### src/rtl/tone_decoder_if.sv
// Interface bundling the tone input and all decoded outputs of tone_decoder.
// slave  : the decoder side (drives the measurement/decode results).
// master : the consumer side (supplies tone_in, observes the results).
interface tone_decoder_if #(
  parameter int CNT_W = 20
);
  logic             tone_in;
  logic [CNT_W-1:0] period;
  logic [5:0]       fullnote;
  logic [2:0]       octave;
  logic [3:0]       note;
  logic             note_valid;
  logic             note_strobe;
  logic [4:0]       hex_hi;
  logic [4:0]       hex_lo;

  modport master (
    output tone_in,
    input  period, fullnote, octave, note, note_valid, note_strobe, hex_hi, hex_lo
  );

  modport slave (
    input  tone_in,
    output period, fullnote, octave, note, note_valid, note_strobe, hex_hi, hex_lo
  );
endinterface

### src/rtl/tone_decoder.sv
// tone_decoder: measures the period of a square wave in clk0 cycles and
// decodes it into the buzzer fullnote code (octave*12 + note).
// Optional macro HEXOUT_EN: when defined, hex_hi/hex_lo carry the note letter
// and sharp marker as hexdigit codes; otherwise both are tied to blank (31).
module tone_decoder #(
  parameter int CNT_W      = 20,
  parameter int TIMEOUT    = 600000,
  parameter int STABLE_CNT = 3
) (
  input  logic         clk0,
  input  logic         rst,
  tone_decoder_if.slave bus
);

  localparam int W    = CNT_W + 4;
  localparam int SC_W = $clog2(STABLE_CNT + 1);

  localparam logic [CNT_W-1:0] CNT_ZERO = {CNT_W{1'b0}};
  localparam logic [CNT_W-1:0] CNT_ONE  = CNT_W'(1);
  localparam logic [CNT_W-1:0] CNT_MAX  = {CNT_W{1'b1}};
  localparam logic [CNT_W-1:0] CNT_TO   = CNT_W'(TIMEOUT - 1);
  localparam logic [W-1:0]     N_MIN    = W'(263);
  localparam logic [W-1:0]     N_MAX    = W'(527);
  localparam logic [SC_W-1:0]  SC_ONE   = SC_W'(1);
  localparam logic [SC_W-1:0]  SC_FULL  = SC_W'(STABLE_CNT);

  typedef enum logic [0:0] {ST_IDLE = 1'b0, ST_MEAS = 1'b1} state_t;

  // Note index within the octave: first threshold that N reaches, else G#.
  function automatic logic [3:0] classify_note(input logic [W-1:0] n);
    logic [3:0] r;
    if      (n >= W'(498)) r = 4'd0;
    else if (n >= W'(470)) r = 4'd1;
    else if (n >= W'(444)) r = 4'd2;
    else if (n >= W'(419)) r = 4'd3;
    else if (n >= W'(395)) r = 4'd4;
    else if (n >= W'(373)) r = 4'd5;
    else if (n >= W'(352)) r = 4'd6;
    else if (n >= W'(333)) r = 4'd7;
    else if (n >= W'(314)) r = 4'd8;
    else if (n >= W'(296)) r = 4'd9;
    else if (n >= W'(279)) r = 4'd10;
    else                   r = 4'd11;
    return r;
  endfunction

  logic             sync1_r, sync2_r, prev_r;
  logic             edge_s;
  state_t           state_r, state_s;
  logic [CNT_W-1:0] cnt_r, cnt_s;
  logic             capture_s, timeout_s;

  logic             busy_r, found_r, oor_r;
  logic [2:0]       step_r, k_r;
  logic [W-1:0]     n_r, shifted_s, n_s;

  logic             cand_valid_r;
  logic [2:0]       cand_oct_r;
  logic [3:0]       cand_note_r;
  logic [5:0]       cand_full_r;
  logic [3:0]       cls_note_s;
  logic [5:0]       cls_full_s;

  logic             prev_valid_r;
  logic [5:0]       prev_full_r;
  logic [SC_W-1:0]  scnt_r, scnt_next_s;
  logic             match_s, differ_s, commit_stage_s, commit_s;

  logic [CNT_W-1:0] period_r;
  logic [5:0]       fullnote_r;
  logic [2:0]       octave_r;
  logic [3:0]       note_r;
  logic             note_valid_r, note_strobe_r;

  // Two-flop synchronizer for the asynchronous tone plus a delayed copy for edge detection.
  always_ff @(posedge clk0 or negedge rst) begin
    if (!rst) begin
      sync1_r <= 1'b0;
      sync2_r <= 1'b0;
      prev_r  <= 1'b0;
    end else begin
      sync1_r <= bus.tone_in;
      sync2_r <= sync1_r;
      prev_r  <= sync2_r;
    end
  end

  assign edge_s = sync2_r & ~prev_r;

  // Measurement FSM state and period counter registers.
  always_ff @(posedge clk0 or negedge rst) begin
    if (!rst) begin
      state_r <= ST_IDLE;
      cnt_r   <= CNT_ZERO;
    end else begin
      state_r <= state_s;
      cnt_r   <= cnt_s;
    end
  end

  // Next state: first edge arms the counter, later edges capture unless decode is busy.
  always_comb begin
    state_s   = state_r;
    cnt_s     = cnt_r;
    capture_s = 1'b0;
    timeout_s = 1'b0;
    case (state_r)
      ST_IDLE: begin
        if (edge_s) begin
          state_s = ST_MEAS;
          cnt_s   = CNT_ZERO;
        end else begin
          cnt_s   = cnt_r;
        end
      end
      ST_MEAS: begin
        if (edge_s) begin
          cnt_s     = CNT_ZERO;
          capture_s = ~busy_r;
        end else if (cnt_r == CNT_TO) begin
          timeout_s = 1'b1;
          state_s   = ST_IDLE;
          cnt_s     = CNT_ZERO;
        end else begin
          cnt_s     = cnt_r + CNT_ONE;
        end
      end
      default: begin
        state_s = ST_IDLE;
        cnt_s   = CNT_ZERO;
      end
    endcase
  end

  // Octave search operand: period scaled by 2^step, wide enough that no bit is lost.
  assign shifted_s = {4'b0000, period_r} << step_r;
  assign n_s       = shifted_s >> 4'd9;

  // Candidate code built from the latched octave search result.
  always_comb begin
    cls_note_s = classify_note(n_r);
    cls_full_s = ({3'b000, k_r} * 6'd12) + {2'b00, cls_note_s};
  end

  // Stability filter: count repeats of the same candidate, commit only on a real change.
  always_comb begin
    match_s        = ({cand_valid_r, cand_full_r} == {prev_valid_r, prev_full_r});
    differ_s       = ({cand_valid_r, cand_full_r} != {note_valid_r, fullnote_r});
    commit_stage_s = busy_r & (step_r == 3'd6) & ~timeout_s;
    if (match_s) begin
      if (scnt_r == SC_FULL) begin
        scnt_next_s = scnt_r;
      end else begin
        scnt_next_s = scnt_r + SC_ONE;
      end
    end else begin
      scnt_next_s = SC_ONE;
    end
    commit_s = commit_stage_s & (scnt_next_s == SC_FULL) & differ_s;
  end

  // Capture, fixed-latency decode pipeline, stability state and registered outputs.
  always_ff @(posedge clk0 or negedge rst) begin
    if (!rst) begin
      period_r      <= CNT_ZERO;
      fullnote_r    <= 6'd0;
      octave_r      <= 3'd0;
      note_r        <= 4'd0;
      note_valid_r  <= 1'b0;
      note_strobe_r <= 1'b0;
      busy_r        <= 1'b0;
      step_r        <= 3'd0;
      found_r       <= 1'b0;
      oor_r         <= 1'b0;
      k_r           <= 3'd0;
      n_r           <= {W{1'b0}};
      cand_valid_r  <= 1'b0;
      cand_oct_r    <= 3'd0;
      cand_note_r   <= 4'd0;
      cand_full_r   <= 6'd0;
      prev_valid_r  <= 1'b0;
      prev_full_r   <= 6'd0;
      scnt_r        <= {SC_W{1'b0}};
    end else begin
      note_strobe_r <= 1'b0;
      if (timeout_s) begin
        period_r      <= CNT_ZERO;
        fullnote_r    <= 6'd0;
        octave_r      <= 3'd0;
        note_r        <= 4'd0;
        note_valid_r  <= 1'b0;
        note_strobe_r <= note_valid_r;
        busy_r        <= 1'b0;
        step_r        <= 3'd0;
        found_r       <= 1'b0;
        oor_r         <= 1'b0;
        prev_valid_r  <= 1'b0;
        prev_full_r   <= 6'd0;
        scnt_r        <= {SC_W{1'b0}};
      end else if (capture_s) begin
        period_r <= (cnt_r == CNT_MAX) ? CNT_MAX : (cnt_r + CNT_ONE);
        busy_r   <= 1'b1;
        step_r   <= 3'd0;
        found_r  <= 1'b0;
        oor_r    <= 1'b0;
      end else if (busy_r) begin
        case (step_r)
          3'd0, 3'd1, 3'd2, 3'd3, 3'd4: begin
            if (!found_r && !oor_r) begin
              if ((step_r == 3'd0) && (n_s > N_MAX)) begin
                oor_r <= 1'b1;
              end else if (n_s >= N_MIN) begin
                found_r <= 1'b1;
                k_r     <= step_r;
                n_r     <= n_s;
              end else begin
                found_r <= 1'b0;
              end
            end else begin
              found_r <= found_r;
            end
            step_r <= step_r + 3'd1;
          end
          3'd5: begin
            // A found octave excludes the too-low flag, so found alone means in range.
            cand_valid_r <= found_r;
            cand_oct_r   <= found_r ? k_r : 3'd0;
            cand_note_r  <= found_r ? cls_note_s : 4'd0;
            cand_full_r  <= found_r ? cls_full_s : 6'd0;
            step_r       <= 3'd6;
          end
          3'd6: begin
            prev_valid_r <= cand_valid_r;
            prev_full_r  <= cand_full_r;
            scnt_r       <= scnt_next_s;
            if (commit_s) begin
              note_valid_r  <= cand_valid_r;
              fullnote_r    <= cand_full_r;
              octave_r      <= cand_oct_r;
              note_r        <= cand_note_r;
              note_strobe_r <= 1'b1;
            end else begin
              note_strobe_r <= 1'b0;
            end
            busy_r <= 1'b0;
            step_r <= 3'd0;
          end
          default: begin
            busy_r <= 1'b0;
            step_r <= 3'd0;
          end
        endcase
      end else begin
        busy_r <= 1'b0;
      end
    end
  end

  assign bus.period      = period_r;
  assign bus.fullnote    = fullnote_r;
  assign bus.octave      = octave_r;
  assign bus.note        = note_r;
  assign bus.note_valid  = note_valid_r;
  assign bus.note_strobe = note_strobe_r;

`ifdef HEXOUT_EN
  // Note letter A..G as hexdigit code (sharps share the letter below them).
  function automatic logic [4:0] hex_letter(input logic [3:0] n);
    logic [4:0] r;
    case (n)
      4'd0, 4'd1:   r = 5'ha;
      4'd2:         r = 5'hb;
      4'd3, 4'd4:   r = 5'hc;
      4'd5, 4'd6:   r = 5'hd;
      4'd7:         r = 5'he;
      4'd8, 4'd9:   r = 5'hf;
      4'd10, 4'd11: r = 5'd20;
      default:      r = 5'd31;
    endcase
    return r;
  endfunction

  // Sharp marker for the black-key notes, blank otherwise.
  function automatic logic [4:0] hex_sharp(input logic [3:0] n);
    logic [4:0] r;
    case (n)
      4'd1, 4'd4, 4'd6, 4'd9, 4'd11: r = 5'd24;
      default:                       r = 5'd31;
    endcase
    return r;
  endfunction

  logic [4:0] hex_hi_r, hex_lo_r;

  // Display codes follow the committed note; blank whenever no valid note is shown.
  always_ff @(posedge clk0 or negedge rst) begin
    if (!rst) begin
      hex_hi_r <= 5'd31;
      hex_lo_r <= 5'd31;
    end else if (timeout_s) begin
      hex_hi_r <= 5'd31;
      hex_lo_r <= 5'd31;
    end else if (commit_s) begin
      hex_hi_r <= cand_valid_r ? hex_letter(cand_note_r) : 5'd31;
      hex_lo_r <= cand_valid_r ? hex_sharp(cand_note_r)  : 5'd31;
    end else begin
      hex_hi_r <= hex_hi_r;
      hex_lo_r <= hex_lo_r;
    end
  end

  assign bus.hex_hi = hex_hi_r;
  assign bus.hex_lo = hex_lo_r;
`else
  assign bus.hex_hi = 5'd31;
  assign bus.hex_lo = 5'd31;
`endif

endmodule
### src/flat_wrapper.sv
// flat-port wrapper written by rule: the top's interface ports become plain ports
module tone_decoder_flat 
#(
  parameter int CNT_W      = 20,
  parameter int TIMEOUT    = 600000,
  parameter int STABLE_CNT = 3
)
  (clk0, rst, bus_tone_in, bus_period, bus_fullnote, bus_octave, bus_note, bus_note_valid, bus_note_strobe, bus_hex_hi, bus_hex_lo);
  tone_decoder_if #(.CNT_W(CNT_W)) bus_i ();
  input  logic clk0;
  input  logic rst;
  input wire logic [$bits(bus_i.tone_in)-1:0] bus_tone_in;
  output wire logic [$bits(bus_i.period)-1:0] bus_period;
  output wire logic [$bits(bus_i.fullnote)-1:0] bus_fullnote;
  output wire logic [$bits(bus_i.octave)-1:0] bus_octave;
  output wire logic [$bits(bus_i.note)-1:0] bus_note;
  output wire logic [$bits(bus_i.note_valid)-1:0] bus_note_valid;
  output wire logic [$bits(bus_i.note_strobe)-1:0] bus_note_strobe;
  output wire logic [$bits(bus_i.hex_hi)-1:0] bus_hex_hi;
  output wire logic [$bits(bus_i.hex_lo)-1:0] bus_hex_lo;
  assign bus_i.tone_in = bus_tone_in;
  assign bus_period = bus_i.period;
  assign bus_fullnote = bus_i.fullnote;
  assign bus_octave = bus_i.octave;
  assign bus_note = bus_i.note;
  assign bus_note_valid = bus_i.note_valid;
  assign bus_note_strobe = bus_i.note_strobe;
  assign bus_hex_hi = bus_i.hex_hi;
  assign bus_hex_lo = bus_i.hex_lo;
  tone_decoder #(.CNT_W(CNT_W), .TIMEOUT(TIMEOUT), .STABLE_CNT(STABLE_CNT)) u_core (.clk0(clk0), .rst(rst), .bus(bus_i));
endmodule
### config.mk
export PLATFORM = sky130hd
export DESIGN_NAME = tone_decoder_flat
export DESIGN_NICKNAME = d
export VERILOG_FILES = /design/src/rtl/tone_decoder_if.sv /design/src/rtl/tone_decoder.sv /design/src/flat_wrapper.sv
export SDC_FILE = /design/constraint.sdc
export NUM_CORES = 1
export LEC_CHECK = 0
export ABC_CLOCK_PERIOD_IN_PS = 2890
export CAP_MARGIN = 30
export CORE_MARGIN = 2
export CORE_UTILIZATION = 53
export CTS_CLUSTER_DIAMETER = 120
export DETAILED_ROUTE_END_ITERATION = 7
export PLACE_DENSITY = 0.77
export SETUP_SLACK_MARGIN = 0.05
export SLEW_MARGIN = 25
export SYNTH_ARGS = -nofsm -noshare
export SYNTH_HDL_FRONTEND = slang
export SYNTH_SLANG_ARGS = --single-unit
### constraint.sdc
create_clock -name clk0 -period 2.89 [get_ports clk0]
set_input_delay 0.4335 -clock clk0 [delete_from_list [all_inputs] [get_ports clk0]]
set_output_delay 0.4335 -clock clk0 [all_outputs]
set_load 0.01 [all_outputs]
==> tab_implementation.tex <==
\begin{tabular}{lr}
\hline
Metric & Value \\
\hline
\multicolumn{2}{l}{\textbf{Status}} \\
Run status & complete, no violations \\
\multicolumn{2}{l}{\textbf{Logic synthesis}} \\
Yosys warning total & 0 \\
Avg Cell Area, Syn & between 9 and 10 um\^{}2 \\
Parity-gate share of the synthesized area counting xor and xnor cells & 0.0514 \\
Combinational family with the most area after synthesis & simple AND/OR/NAND/NOR gates \\
Fraction of synthesized area in multiplexers & 0.0937 \\
Most used flip-flop cell after synthesis & dfrtp\_1 \\
Count of flip-flops with a built-in enable after synthesis & 0 \\
Share of synthesized cell area in full adder, half adder and majority cells & 0.0235 \\
Count of mapped cells out of synthesis & 651 \\
Synthesized flop and latch total & 102 \\
Number of distinct standard cells referenced by the synthesized netlist & 60 \\
Seq/Total Area, Yosys & 0.428 \\
Netlist Area Pre-Place & 5970 um\^{}2 \\
Synth async-reset ratio & 1.00 \\
Synth Area in Simple Gates & 0.171 \\
Post-synthesis compound-gate area fraction & 0.169 \\
\multicolumn{2}{l}{\textbf{Power}} \\
Pwr dens & between 1000 and 1500 nW/um\^{}2 \\
Largest vdd supply drop & $\sim$0.6 mV \\
Static power due to leakage & roughly 3 nW \\
\multicolumn{2}{l}{\textbf{Clocking}} \\
Level count of the clock H-tree & 3 \\
Clock network latency to the later pin of the worst-skew pair & between 0.3 and 0.4 ns \\
CTS max path bufs & 2 \\
Count of clock tree sinks & slightly above 100 \\
TritonCTS clock tree & built \\
Number of buffers inserted during clock tree synthesis & 9 \\
Setup Buffers After CTS & 0 \\
Number of buffers added to fix hold violations after cts & 0 \\
Post-cts repair resize count & 0 \\
Root Driver & clkbuf\_16 \\
Clock transition at path regs & 0.07 ns \\
\multicolumn{2}{l}{\textbf{Placed design}} \\
Post-detail-place hpwl & roughly 10000 um \\
Area after DPL & approximately 6500 um\^{}2 \\
RePlAce Congestion & between 0.9 and 1 \\
Number of I/O port buffers & 37 \\
Placement-stage worst setup slack & between 0.1 and 0.15 ns \\
\multicolumn{2}{l}{\textbf{Floorplan}} \\
Number of I/O pins & 48 \\
Chip width & 110 um \\
Die H & 110 um \\
Core outline area & between 10000 and 15000 um\^{}2 \\
Floorplan row count & 38 \\
DIE AREA & about 12000 um\^{}2 \\
Starting density of the core & 0.546 \\
\multicolumn{2}{l}{\textbf{Cells and area}} \\
Multi-input logic area & about 3100 um\^{}2 \\
Layout filler cell count & 906 \\
Post-route design area & roughly 6900 um\^{}2 \\
Final \#Nets & 700 \\
Final core utilization & 0.627 \\
Number of antenna diodes & 0 \\
Post-synthesis to final-layout area growth & 14.8\% \\
Fraction of final layout cells sized beyond drive strength 1 & 0.132 \\
Area of all sequential standard cells & $\sim$2600 um\^{}2 \\
\multicolumn{2}{l}{\textbf{Timing}} \\
Crit path setup slack, layout & $\sim$0.18 ns \\
Setup TNS & 0 ns \\
Setup repair after global routing missed its margin & no \\
Tmin final & $\sim$2.7 ns \\
Final setup violation count & 0 \\
Worst clock skew & between 0.005 and 0.006 ns \\
Number of pins exceeding their max-slew limit in the final report & 0 \\
Actual transition at the worst max-transition pin & between 0.6 and 0.7 ns \\
Final worst path period share & 0.938 \\
Relative slew margins & 0.545 \\
Final Hold Slack & 0.107 ns \\
Count of endpoints failing hold in the final timing report & 0 \\
Maximum frequency from static timing analysis & about 370 MHz \\
\multicolumn{2}{l}{\textbf{Worst setup path}} \\
CP Max Fanout & 17 \\
R2r endpoint & u\_core.n\_r[2] \\
Worst path cell trace & buf\_4, mux2\_2, o21ai\_1, o2111ai\_1, o21bai\_4, o41ai\_4, buf\_6, mux2\_2 \\
Crit path from & u\_core.step\_r[1] \\
Worst reg2reg path startpoint & u\_core.step\_r[1] \\
Cell occurring most often along the worst timing path & mux2\_2 \\
Startpoint type of the worst setup path & register \\
Kind of end point of the critical path & register \\
Delay of the slowest critical-path stage & 0.44 ns \\
CP required & $\sim$3.1 ns \\
FF-to-FF path depth & 8 \\
Max stage delay cell, worst path & dfrtp\_2 \\
Flop-to-flop setup slack & around 0.18 ns \\
Worst Path Class, Setup & register to register \\
Worst setup path endpoint & u\_core.n\_r[2] \\
Arrival @ worst endpoint & approximately 3.0 ns \\
\multicolumn{2}{l}{\textbf{Route}} \\
Total length of routed wires & about 13000 um \\
Drc violations & 0 \\
First-pass detailed-route iteration total & 5 \\
Initial drt markers & around 350 \\
Mean number of vias per cell & between 5 and 6 \\
Number of vias after detailed routing & 4873 \\
Wire per inst & between 15 and 20 um \\
Number of antenna-violating nets in the routed design & 0 \\
\multicolumn{2}{l}{\textbf{Job}} \\
Max\_cap viols & 0 \\
\multicolumn{2}{l}{\textbf{Global routing}} \\
First-pass GRT wire length & $\sim$23000 um \\
Overall fraction of global-route tracks in use & 0.242 \\
Gr ovfl total & 0 \\
Initial antenna violation count & 0 \\
Maximum number of pins on one net before global-route repair & 103 \\
Number of global-route vias before repair & about 4700 \\
\multicolumn{2}{l}{\textbf{Worst hold path}} \\
Worst min-delay path class & input pin to async pin \\
\hline
\end{tabular}
where the power goes:
part	switching (mW)	leakage, nW	internal, mW
Clock	0.517	0.170	0.871
Combinational	1.66	1.45	1.53
Sequential	0.549	1.33	1.80
worst max-delay path, delay by kind of cell (launching register included):
kind / cells / cell delay [ns]
AO/OA/AOI/OAI: 4 / 0.99
buffers and inverters: 2 / 0.44
flip-flops: 1 / 0.44
multiplexers: 2 / 0.71
worst min path at each step:
| stage | from | end | slack, ns | cells past startpoint |
|---|---|---|---|---|
| global route | rst | u_core.n_r[7] | 0.16 | 2 |
| floorplan | rst | u_core.bus.fullnote[2] | 0.14 | 0 |
| global placement | u_core.sync1_r | u_core.sync2_r | 0.33 | 0 |
| detailed placement | u_core.sync1_r | u_core.sync2_r | 0.34 | 0 |
| finish | rst | u_core.n_r[7] | 0.11 | 2 |
| CTS | rst | u_core.prev_full_r[0] | 0.17 | 2 |
cells in the final DEF, fill, tap and decap left out, types with 6 or more instances in the layout:
| master | synthesis | routed |
|---|---|---|
| nor2b_1 | 6 | 6 |
| nand4_1 | 7 | 7 |
| mux2i_1 | 18 | 17 |
| ha_1 | 8 | 8 |
| conb_1 | 1 | 10 |
| nand2_1 | 103 | 103 |
| nor3_1 | 15 | 12 |
| o31ai_1 | 17 | 17 |
| nand3_1 | 24 | 24 |
| a31oi_1 | 17 | 17 |
| xnor2_1 | 18 | 18 |
| mux2_4 | 7 | 7 |
| nor2_1 | 34 | 34 |
| dfrtp_1 | 102 | 101 |
| clkbuf_16 | 0 | 9 |
| buf_4 | 12 | 30 |
| xor2_1 | 17 | 17 |
| inv_1 | 17 | 17 |
| o21ai_0 | 42 | 42 |
| clkdlybuf4s50_1 | 0 | 36 |
| or3_1 | 6 | 6 |
| a21oi_1 | 61 | 61 |
| mux2_2 | 20 | 20 |
metrics by stage:
stage | instances | power (mW)
3_5_place_dp | 816 | 5.49
2_1_floorplan | 660 | 4.55
3_3_place_gp | 816 | 5.37
6_report | 832 | 6.93
5_1_grt | 832 | 7.41
4_1_cts | 832 | 6.91
synthesized netlist by cell type, types with 7 or more instances:
cell | instances | area share
mux2i_1 | 18 | 0.030
inv_1 | 17 | 0.011
nand3_1 | 24 | 0.020
buf_4 | 12 | 0.015
a31oi_1 | 17 | 0.018
o31ai_1 | 17 | 0.021
xor2_1 | 17 | 0.025
xnor2_1 | 18 | 0.026
mux2_4 | 7 | 0.018
ha_1 | 8 | 0.017
dfrtp_1 | 102 | 0.43
nand4_1 | 7 | 0.0073
clkbuf_1 | 29 | 0.018
mux2_2 | 20 | 0.038
o21ai_0 | 42 | 0.035
nand2_1 | 103 | 0.065
nor2_1 | 34 | 0.021
nor3_1 | 15 | 0.013
a21oi_1 | 61 | 0.051
cells by family (layout without fill, tap and decap cells):
| group | Yosys count | after routing |
|---|---|---|
| buffers and inverters | 70 | 102 |
| DFF | 102 | 102 |
| AOI/OAI and AO/OA | 164 | 164 |
| other | 1 | 10 |
| muxes | 47 | 47 |
| adders and majority gates | 10 | 10 |
| and+or+nand+nor | 222 | 222 |
| xor gates and xnor gates | 35 | 35 |
state kept, by name, indices dropped and copies added (netlist names), 2 cells and up:
| signal | flops |
|---|---|
| u_core.cand_oct_r | 3 |
| u_core.step_r | 3 |
| u_core.bus.period | 20 |
| u_core.n_r | 15 |
| u_core.bus.note | 4 |
| u_core.bus.octave | 3 |
| u_core.cand_full_r | 6 |
| u_core.scnt_r | 2 |
| u_core.cand_note_r | 2 |
| u_core.bus.fullnote | 4 |
| u_core.cnt_r | 20 |
| u_core.k_r | 3 |
| u_core.prev_full_r | 6 |
metal layers:
layer  vias up  global-route usage  share of wire
met4         0              0.0946          0.029
li1       2352                   -              -
met3        33              0.0547          0.041
met1      2359               0.307           0.44
met5         -                   0              0
met2       129               0.401           0.49
area by class of cell:
type,count,area share
multi-input combinational,488,0.451
tap,140,0.0256
clock inverter,5,0.0152
timing repair buffer,68,0.0900
sequential,102,0.373
inverter,18,0.00986
clock buffer,11,0.0354
(Power assumes the default switching activity.)
